File: src/rtl/vc_arbiter_ctrl.sv
// Two-VC transmit scheduler: weighted VC0/VC1 pop arbitration with a one-cycle
// pop-to-push pipeline that routes each word to D0/D1 by its MSB.
module vc_arbiter_ctrl #(
    parameter int DATA_W   = 6,
    parameter int WEIGHT_W = 4
) (
    input  logic                clk,
    input  logic                reset,
    input  logic                init,
    input  logic [WEIGHT_W-1:0] cfg_weight,
    input  logic                vc0_empty,
    input  logic                vc1_empty,
    input  logic [DATA_W-1:0]   vc0_data,
    input  logic [DATA_W-1:0]   vc1_data,
    input  logic                fifo_error,
    input  logic                d0_almost_full,
    input  logic                d1_almost_full,
    output logic                vc0_rd_en,
    output logic                vc1_rd_en,
    output logic                d0_wr_en,
    output logic                d1_wr_en,
    output logic [DATA_W-1:0]   d_data,
    output logic [WEIGHT_W-1:0] active_weight,
    output logic [2:0]          state,
    output logic                idle,
    output logic                error_out
);

    typedef enum logic [2:0] {
        ST_RESET  = 3'd0,
        ST_INIT   = 3'd1,
        ST_IDLE   = 3'd2,
        ST_ACTIVE = 3'd3,
        ST_ERROR  = 3'd4
    } state_e;

    localparam logic [WEIGHT_W-1:0] ONE = WEIGHT_W'(1);

    state_e              state_q;
    logic [WEIGHT_W-1:0] weight_q;
    logic [WEIGHT_W-1:0] grant_q;
    logic [WEIGHT_W-1:0] grant_d;
    logic                inflight_q;
    logic                src_q;
    logic                pop_ok;
    logic                pop0;
    logic                pop1;
    logic [DATA_W-1:0]   rdata;

    // The destination of a popped word is unknown until it returns, so both
    // destinations must have slack before anything is popped.
    always_comb begin
        pop_ok = (state_q == ST_ACTIVE) && !d0_almost_full && !d1_almost_full
                 && !init && !fifo_error;
        pop0 = 1'b0;
        pop1 = 1'b0;
        if (pop_ok) begin
            if (!vc0_empty && (vc1_empty || grant_q < weight_q)) begin
                pop0 = 1'b1;
            end else if (!vc1_empty) begin
                pop1 = 1'b1;
            end
        end
    end

    always_comb begin
        grant_d = grant_q;
        if (pop1) begin
            grant_d = '0;
        end else if (pop0) begin
            if (vc1_empty) begin
                grant_d = '0;
            end else if (grant_q >= weight_q) begin
                grant_d = weight_q;
            end else begin
                grant_d = grant_q + ONE;
            end
        end
    end

    always_ff @(posedge clk or negedge reset) begin
        if (!reset) begin
            state_q    <= ST_RESET;
            weight_q   <= ONE;
            grant_q    <= '0;
            inflight_q <= 1'b0;
            src_q      <= 1'b0;
        end else begin
            inflight_q <= pop0 | pop1;
            src_q      <= pop1;
            grant_q    <= grant_d;
            if (state_q == ST_INIT) begin
                weight_q <= (cfg_weight == '0) ? ONE : cfg_weight;
            end
            if (fifo_error || state_q == ST_ERROR) begin
                state_q <= ST_ERROR;
            end else if (state_q == ST_RESET || init) begin
                state_q <= ST_INIT;
            end else begin
                case (state_q)
                    ST_INIT:   state_q <= ST_IDLE;
                    ST_IDLE:   if (!vc0_empty || !vc1_empty) state_q <= ST_ACTIVE;
                    ST_ACTIVE: if (vc0_empty && vc1_empty && !inflight_q) state_q <= ST_IDLE;
                    default:   state_q <= state_q;
                endcase
            end
        end
    end

    // Second stage: the word popped last cycle is on the VC read bus now.
    assign rdata     = src_q ? vc1_data : vc0_data;
    assign d_data    = inflight_q ? rdata : '0;
    assign d0_wr_en  = inflight_q & ~rdata[DATA_W-1];
    assign d1_wr_en  = inflight_q &  rdata[DATA_W-1];

    assign vc0_rd_en     = pop0;
    assign vc1_rd_en     = pop1;
    assign active_weight = weight_q;
    assign state         = state_q;
    assign idle          = (state_q == ST_IDLE);
    assign error_out     = (state_q == ST_ERROR);

endmodule
File: config.mk
export PLATFORM = sky130hd
export DESIGN_NAME = vc_arbiter_ctrl
export DESIGN_NICKNAME = d
export VERILOG_FILES = /design/src/rtl/vc_arbiter_ctrl.sv
export SDC_FILE = /design/constraint.sdc
export NUM_CORES = 1
export LEC_CHECK = 0
export CORE_MARGIN = 3
export CORE_UTILIZATION = 36
export CTS_CLUSTER_SIZE = 40
export DETAILED_ROUTE_END_ITERATION = 7
export PLACE_DENSITY = 0.75
export SLEW_MARGIN = 15
export SYNTH_ARGS = -nofsm -noshare
export SYNTH_HDL_FRONTEND = slang
export SYNTH_SLANG_ARGS = --single-unit
File: constraint.sdc
create_clock -name clk -period 1.9 [get_ports clk]
set_clock_uncertainty 0.2 [all_clocks]
set_input_delay 0.475 -clock clk [delete_from_list [all_inputs] [get_ports clk]]
set_output_delay 0.475 -clock clk [all_outputs]
set_load 0.05 [all_outputs]
# Yosys cells after proc, flatten, opt, wreduce, memory -nomap -nowiden
# Cells that the tools add are included.
[totals] elab_cells=58 out_inout_bits=19 ff_bits=13
[classes] bitwise_logic=4 add_sub_neg=1 eq_ne=6 reduce_logical=23 muxes=17 n_lt_le_gt_ge=2
[ops] op="two-way mux 4 bit" n=5
[ops] op="two-way mux 3 bit" n=4
[ops] op="two-way mux 6 bit" n=2
[ops] op="one-hot mux 3 bit (3 select lines)" n=1
[ops] op="inequality test 4 x 1 -> 1 bit (second input constant)" n=2
[ops] op="logical AND 1 bit" n=7
[ops] op="zero test 1 bit" n=7
[ops] op="equality test 3 x 2 -> 1 bit (second input constant)" n=2
[ops] op="two-way mux 1 bit" n=5
[ops] op="nonzero test 5 bit" n=1
[ops] op="adder 4 x 1 -> 4 bit (second input constant)" n=1
[ops] op="greater-or-equal comparator 4 bit" n=1
[ops] op="zero test 4 bit" n=1
[ops] op="logical OR 1 bit" n=4
[ops] op="< comparator 4 bit" n=1
[ops] op="equality test 3 x 1 -> 1 bit (second input constant)" n=1
[ops] op="equality test 3 bit (second input constant)" n=1
[ops] op="zero test 3 bit" n=1
[ops] op="AND reduction 3 bit" n=1
[ops] op="AND 1 bit" n=2
[ops] op="nonzero test 2 bit" n=1
[ops] op="NOT 1 bit" n=1
[ops] op="OR 1 bit" n=1

# Depth between registers and ports, before layout
# Gate-level depths: netlist (run 1).
[logic_depth] ltp_word=8 mapped_depth=7 depth_no_buf=7

# Worst setup path before layout (run 1)
# Ideal clock, no wire load.
[synth_timing] kind="register to output" startpoint="register weight_q[1] (netlist: active_weight[1])" endpoint="output port vc0_rd_en" stages_incl_launch_ff=8 arrival_time_ns=2.590 t_required_ns=1.225 slack_ns=-1.365 path_cell_list="dfrtp_1 inv_1 ha_1 nor2b_4 o211a_4 nor2_1 nor2_1 nor3_1"
[synth_between] elab_chain_cells=5
[synth_rtl] element="from (decl)" line_no="40" source="logic [WEIGHT_W-1:0] weight_q;"
[synth_rtl] element="from (signal assigned)" line_no="93" source="weight_q <= (cfg_weight == '0) ? ONE : cfg_weight;"
[synth_rtl] element="< comparator 4 bit" line_no="58" source="if (!vc0_empty && (vc1_empty || grant_q < weight_q)) begin"
[synth_rtl] element="logical OR 1 bit" line_no="58"
[synth_rtl] element="logical AND 1 bit" line_no="58"
[synth_rtl] element="two-way mux 1 bit" line_no="58"
[synth_rtl] element="two-way mux 1 bit" line_no="57" source="if (pop_ok) begin"
[synth_rtl] element="to (decl)" line_no="18" source="output logic vc0_rd_en,"
# Every way passes these cells.

# Final worst setup path (run 1)
# Ends and elaborated chain as after synthesis.

==> results.txt, run 1 <==
Outcome: complete, but fails checks
Failing checks: negative setup slack
Sw frac: 0.3289
N_diodes: 0
Top post-synthesis cells by area: dfrtp_1 34%, mux2i_1 11%, ha_1 7.1%
CTS Buf Count: 3
Max transition margin: 0.6902
Endpoint arrival time on the critical path: 1.82 ns
Count of cell types in the netlist: 31
Multi-input gate area: 653.1 um2
P_leak: 0.8925 nW
Overflow after GRT: 0
Routed WL: 3227 um
First-pass GRT wire length: 5140 um
Syn_nets: 125
Min-Delay Path Class: input port to asynchronous set/reset pin
Root Buffer: clkbuf_4
Crit. End Element: output pin
Asr flop ratio synth: 1.000
Pin count of the biggest net entering global routing: 14
Max clock buf depth: 2
DR vias: 1056
Core area: 2276 um2
Die Width: 55.50 um
Max Clk Rate: 401.0 MHz
RR Startpoint: active_weight[1]
Die Ht: 55.50 um
Final hold vios: 0
Hold slack: 0.2741 ns
Placed wire-length estimate: 2331 um
Slew Viols, Final: 0
Yosys top cell by area: dfrtp_1
RSZ-0062 raised after global routing: yes
Critical path launch point type: flop
Part of the power in registers: 0.354
Setup TNS Final: -3.459 ns
R2R Setup Slk: -0.37 ns
Sw power: 0.0002880 W
Slew @ Worst Pin: 0.4638 ns
I/O pin cnt: 43
Clock tree from TritonCTS: yes
Commonest non-fill, non-tap cell in the layout: buf_4
Die ar.: 3080 um2
Critical Path RT: 1.22 ns
Gr usage total: 0.2177
Vias in the first global route: 1100
Site Rows: 17
GPL Wtd Cong: 0.8212
Pre-CTS setup slack: -0.5669 ns
Area Overhead vs Synth: 122.6%
Remaining antenna violation count after routing: 0
Peak VDD IR: 0.0007367 V
Synthesized area: 882.1 um2
EDFF count, synth: 0
Starting DRT DRC Count: 22
Final setup viols: 16
Crit Path Class: flop to output pin
Primary FF master, synth: dfrtp_1
Comb pwr share: 0.432
Initial antenna violation count: 0
Skew-Pair Late Insertion Delay: 0.30 ns
FF-to-FF path depth: 10
P_int: 0.0005876 W
Synth Instances: 96
Port bufs: 42
Net count reported at finish: 202
Period Utilization, post-route: 1.312
# clock sinks: 13
Share of layout cells above drive strength 1: 0.5174
Fill cells: 104
Yosys warning count: 0
Vias/cell: 5.280
CTS H-Tree Depth: 1
Max Cap Viol: 0
Initial Util: 0.3876
Capture point of the worst reg-to-reg path: grant_q[0]
Tmin final: 2.494 ns
Average wire per standard cell: 16.14 um
Clock Power Share: 0.214
Sequential share of the synthesized area: 0.3702
Drt drc: 0
Most frequent cells in the layout: 27 x buf_4, 19 x buf_12, 16 x clkdlybuf4s50_1
Yosys top cell area share: 0.3404
Mean Syn Cell Area: 9.189 um2
Register bit count reported by yosys: 13
Worst-path clk slew: 0.08 ns
TritonRoute pass-1 iters: 4
Power Density: 446.0 nW/um2
Sequential cell area: 339.1 um2
PnR worst setup slack: -0.5937 ns
Crit path max fanout: 3
## kinds of logic (layout without fill, tap and decap cells)
family,after synthesis,after routing,share of synthesized area
buffers and inverters,10,86,0.04681
flip-flops,13,13,0.3702
AO/OA/AOI/OAI,19,19,0.1404
adder cells (fa/ha/maj),5,5,0.07092
multiplexers,10,10,0.1135
AND/OR/NAND/NOR,39,39,0.2581
## synthesized netlist by cell type, types with 2 or more instances
cell and n:
a21o_1 2, clkbuf_1 3, dfrtp_1 12, ha_1 5, inv_1 6, mux2i_1 10
nand2_1 6, nand4_1 2, nor2_1 7, nor2b_1 9, nor3_1 5, nor3b_1 2
o21ai_0 7, o21ai_1 3
## layer usage
| layer | global-route usage | vias to the layer above | part of all wire |
|---|---|---|---|
| met5 | 0 | - | 0 |
| li1 | - | 492 | - |
| met1 | 0.2366 | 505 | 0.38 |
| met3 | 0.05140 | 12 | 0.068 |
| met4 | 0.1042 | 0 | 0.030 |
| met2 | 0.3919 | 47 | 0.52 |
## stage by stage
step | instance area, um2 | power [W] | cells | utilization
final | 1963 | 0.0008755 | 200 | 0.8626
after global routing | 1963 | 0.0009225 | 200 | 0.8626
after CTS | 1904 | 0.0008589 | 196 | 0.8367
after detailed placement | 1834 | 0.0006628 | 190 | 0.8059
after global placement | 1834 | 0.0006566 | 190 | 0.8059
after floorplan | 1012 | 0.0004581 | 96 | -
## layout make-up
| cell class | instances | area share |
|---|---|---|
| timing repair buffer | 76 | 0.4519 |
| tap | 28 | 0.01785 |
| sequential | 13 | 0.1727 |
| inverter | 6 | 0.01147 |
| clock buffer | 4 | 0.01338 |
| multi-input combinational | 73 | 0.3327 |
## critical path: stages (launching register included)
cell     delay [ns]
dfrtp_2        0.41
inv_2          0.08
ha_4           0.21
nor2b_4        0.12
o211a_4        0.25
nor2_4         0.08
nor2_2         0.06
nor3_4         0.14
buf_12         0.16
## power by group through the flow
stage / registers [W] / logic (W) / clock network [W]
floorplan: 0.000374 / 0.0000843 / 0
global placement: 0.000313 / 0.000343 / 0
detailed placement: 0.000314 / 0.000349 / 0
CTS: 0.000309 / 0.000355 / 0.000195
global route: 0.000311 / 0.000401 / 0.000210
finish: 0.000310 / 0.000378 / 0.000188
## worst max path at each step
stage / from / to / slack, ns / cells past startpoint
3_5_place_dp: init / vc1_rd_en / -0.57 / 5
4_1_cts: active_weight[1] / vc0_rd_en / -0.58 / 8
3_3_place_gp: fifo_error / vc1_rd_en / -0.52 / 5
5_1_grt: active_weight[1] / vc0_rd_en / -0.67 / 8
2_1_floorplan: active_weight[1] / vc0_rd_en / -0.58 / 7
6_report: active_weight[1] / vc0_rd_en / -0.59 / 8
## registers in the layout (all words and copies together), names as in the netlist
name           cells
inflight_q         1
state              3
active_weight      4
src_q              1
grant_q            4
## what timing repair did
action | 4_1_cts | 5_1_grt
hold buffers | 0 | 0
resized for setup | 17 | 8
setup endpoints to repair | 16 | 17
pin swaps | 9 | 9
setup buffers | 3 | 5
Note: power is estimated with default switching activity, not from simulation.
==> inputs of run 2 (changes only) <==
--- a/config.mk
+++ b/config.mk
@@ -5,11 +5,13 @@
 export SDC_FILE = /design/constraint.sdc
 export NUM_CORES = 1
 export LEC_CHECK = 0
+export CELL_PAD_IN_SITES_DETAIL_PLACEMENT = 0
+export CELL_PAD_IN_SITES_GLOBAL_PLACEMENT = 1
 export CORE_MARGIN = 3
-export CORE_UTILIZATION = 36
+export CORE_UTILIZATION = 26
 export CTS_CLUSTER_SIZE = 40
 export DETAILED_ROUTE_END_ITERATION = 7
-export PLACE_DENSITY = 0.75
+export PLACE_DENSITY_LB_ADDON = 0.1
 export SLEW_MARGIN = 15
 export SYNTH_ARGS = -nofsm -noshare
 export SYNTH_HDL_FRONTEND = slang
==> results.txt, run 2 (synthesized netlist as in run 1, its figures left out) <==
Initial Util: 0.2798 (-0.1078)
Met3 wire length: 143 um (-35%)
Initial antenna violation count: 0 (unchanged)
Final setup viols: 14 (-2)
Final instance count without filler cells: 222 (+11%)
Metal2 WL: 1486 um (-12%)
Critical Path RT: 1.22 ns (about the same)
Most frequent cells in the layout: 30 x buf_4, 19 x buf_12, 12 x dlygate4sd2_1
I/O pin cnt: 43 (unchanged)
Area Overhead vs Synth: 129.8%
Max transition margin: 0.6863 (-0.003881)
Worst-path clk slew: 0.09 ns (about the same)
Die Ht: 64.25 um (+16%)
Pin count of the biggest net entering global routing: 14 (unchanged)
TritonRoute pass-1 iters: 2 (-2)
Placed wire-length estimate: 2229 um (-4.4%)
Remaining antenna violation count after routing: 0 (unchanged)
Share of layout cells above drive strength 1: 0.5393 (+0.02188)
First-pass GRT wire length: 5106 um (-0.66%)
Net count reported at finish: 208 (+3.0%)
P_leak: 0.9247 nW (+3.6%)
Clock tree from TritonCTS: yes
Final hold vios: 0 (unchanged)
DR vias: 1003 (-5.0%)
Util after Layout: 0.6429 (-0.2197)
Commonest non-fill, non-tap cell in the layout: buf_4
Power Density: 434.4 nW/um2 (-2.6%)
Crit. End Element: output pin
Critical path launch point type: flop
Slew Viols, Final: 0 (unchanged)
Placed instance area: 1869 um2 (+1.9%)
Average wire per standard cell: 13.12 um (-19%)
PnR worst setup slack: -0.5581 ns (+0.03559 ns)
Site Rows: 20 (+3)
FF-to-FF path depth: 10 (unchanged)
Tmin final: 2.458 ns (-0.03559 ns)
Port bufs: 42 (unchanged)
Die Width: 64.25 um (+16%)
Max clock buf depth: 2 (unchanged)
Root Buffer: clkbuf_4
Failing checks: negative setup slack
Vias/cell: 4.518 (-14%)
Vias in the first global route: 1038 (-5.6%)
Slew @ Worst Pin: 0.4696 ns (+0.005810 ns)
# clock sinks: 13 (unchanged)
Starting DRT DRC Count: 16 (-27%)
Min-Delay Path Class: input port to asynchronous set/reset pin
Overflow after GRT: 0 (unchanged)
Power consumption: 0.0008805 W (+0.57%)
CTS H-Tree Depth: 1 (unchanged)
Max Cap Viol: 0 (unchanged)
Peak VDD IR: 0.0004464 V (-39%)
RSZ-0062 raised after global routing: yes
Drt drc: 0 (unchanged)
Routed WL: 2913 um (-9.7%)
Core area: 3153 um2 (+39%)
CTS Buf Count: 3 (unchanged)
Hold slack: 0.2893 ns (+0.01521 ns)
Endpoint arrival time on the critical path: 1.78 ns (-0.04 ns)
Top sig layer: met4
Crit path max fanout: 3 (unchanged)
Max Clk Rate: 406.8 MHz (+1.4%)
Cell total after placement: 208 (+9.5%)
Design area: 2027 um2 (+3.3%)
N_diodes: 0 (unchanged)
Die ar.: 4127 um2 (+34%)
Crit Path Class: flop to output pin
Metal-1 WL: 1237 um (+1.8%)
Skew-Pair Late Insertion Delay: 0.28 ns (-0.02 ns)
GPL Wtd Cong: 0.7502 (-8.6%)
Outcome: complete, but fails checks
Gr usage total: 0.1575 (-0.06028)
Period Utilization, post-route: 1.294 (-0.01873)
run 2: routing by layer:
metal  track usage  vias to the layer above
li1              -                      503
met5             0                        -
met3       0.04394                        4
met1        0.1979                      473
met2        0.2680                       23
met4       0.03166                        0
run 2: layout make-up:
type / instances / area (um2)
inverter: 6 / 22.52
clock buffer: 4 / 26.28
tap: 44 / 55.05
timing repair buffer: 82 / 933.4
fill: 275 / 1126
sequential: 13 / 339.1
multi-input combinational: 73 / 650.6
run 2: path summary, 6_finish.rpt:
path | start | slack (ns) | end
setup / recovery | active_weight[0] | -0.56 | vc0_rd_en
hold / removal | reset | 0.29 | state[1]
setup reg to reg | active_weight[0] | -0.45 | grant_q[2]
hold reg to reg | active_weight[3] | 0.40 | active_weight[3]
max in group asynchronous | reset | 0.97 | active_weight[0]
min in group clk | active_weight[3] | 0.40 | active_weight[3]
run 2: repair_timing:
item / 4_1_cts / 5_1_grt
buffers inserted: 8 / 5
hold endpoints to repair: 0 / 0
hold buffers: 0 / 0
pin swaps: 10 / 5
gates resized for setup: 23 / 11
setup endpoints to repair: 16 / 18
run 2: metrics by stage:
step	setup WS, ns	TNS [ns]
finish	-0.5581	-3.555
global placement	-0.4796	-3.587
detailed placement	-0.5088	-3.850
CTS	-0.5775	-3.644
global route	-0.6686	-4.950
floorplan	-0.5830	-2.244
run 2: worst max-delay path, stage by stage (launching register included):
cell     delay [ns]
dfstp_4        0.64
ha_4           0.14
nor2b_4        0.03
o211a_4        0.25
nor2_4         0.08
nor2_2         0.05
nor3_4         0.14
buf_12         0.16
run 2: power breakdown:
group,internal (W),switching (W)
Clock,0.0000815,0.0000999
Combinational,0.000220,0.000169
Sequential,0.000298,0.0000119
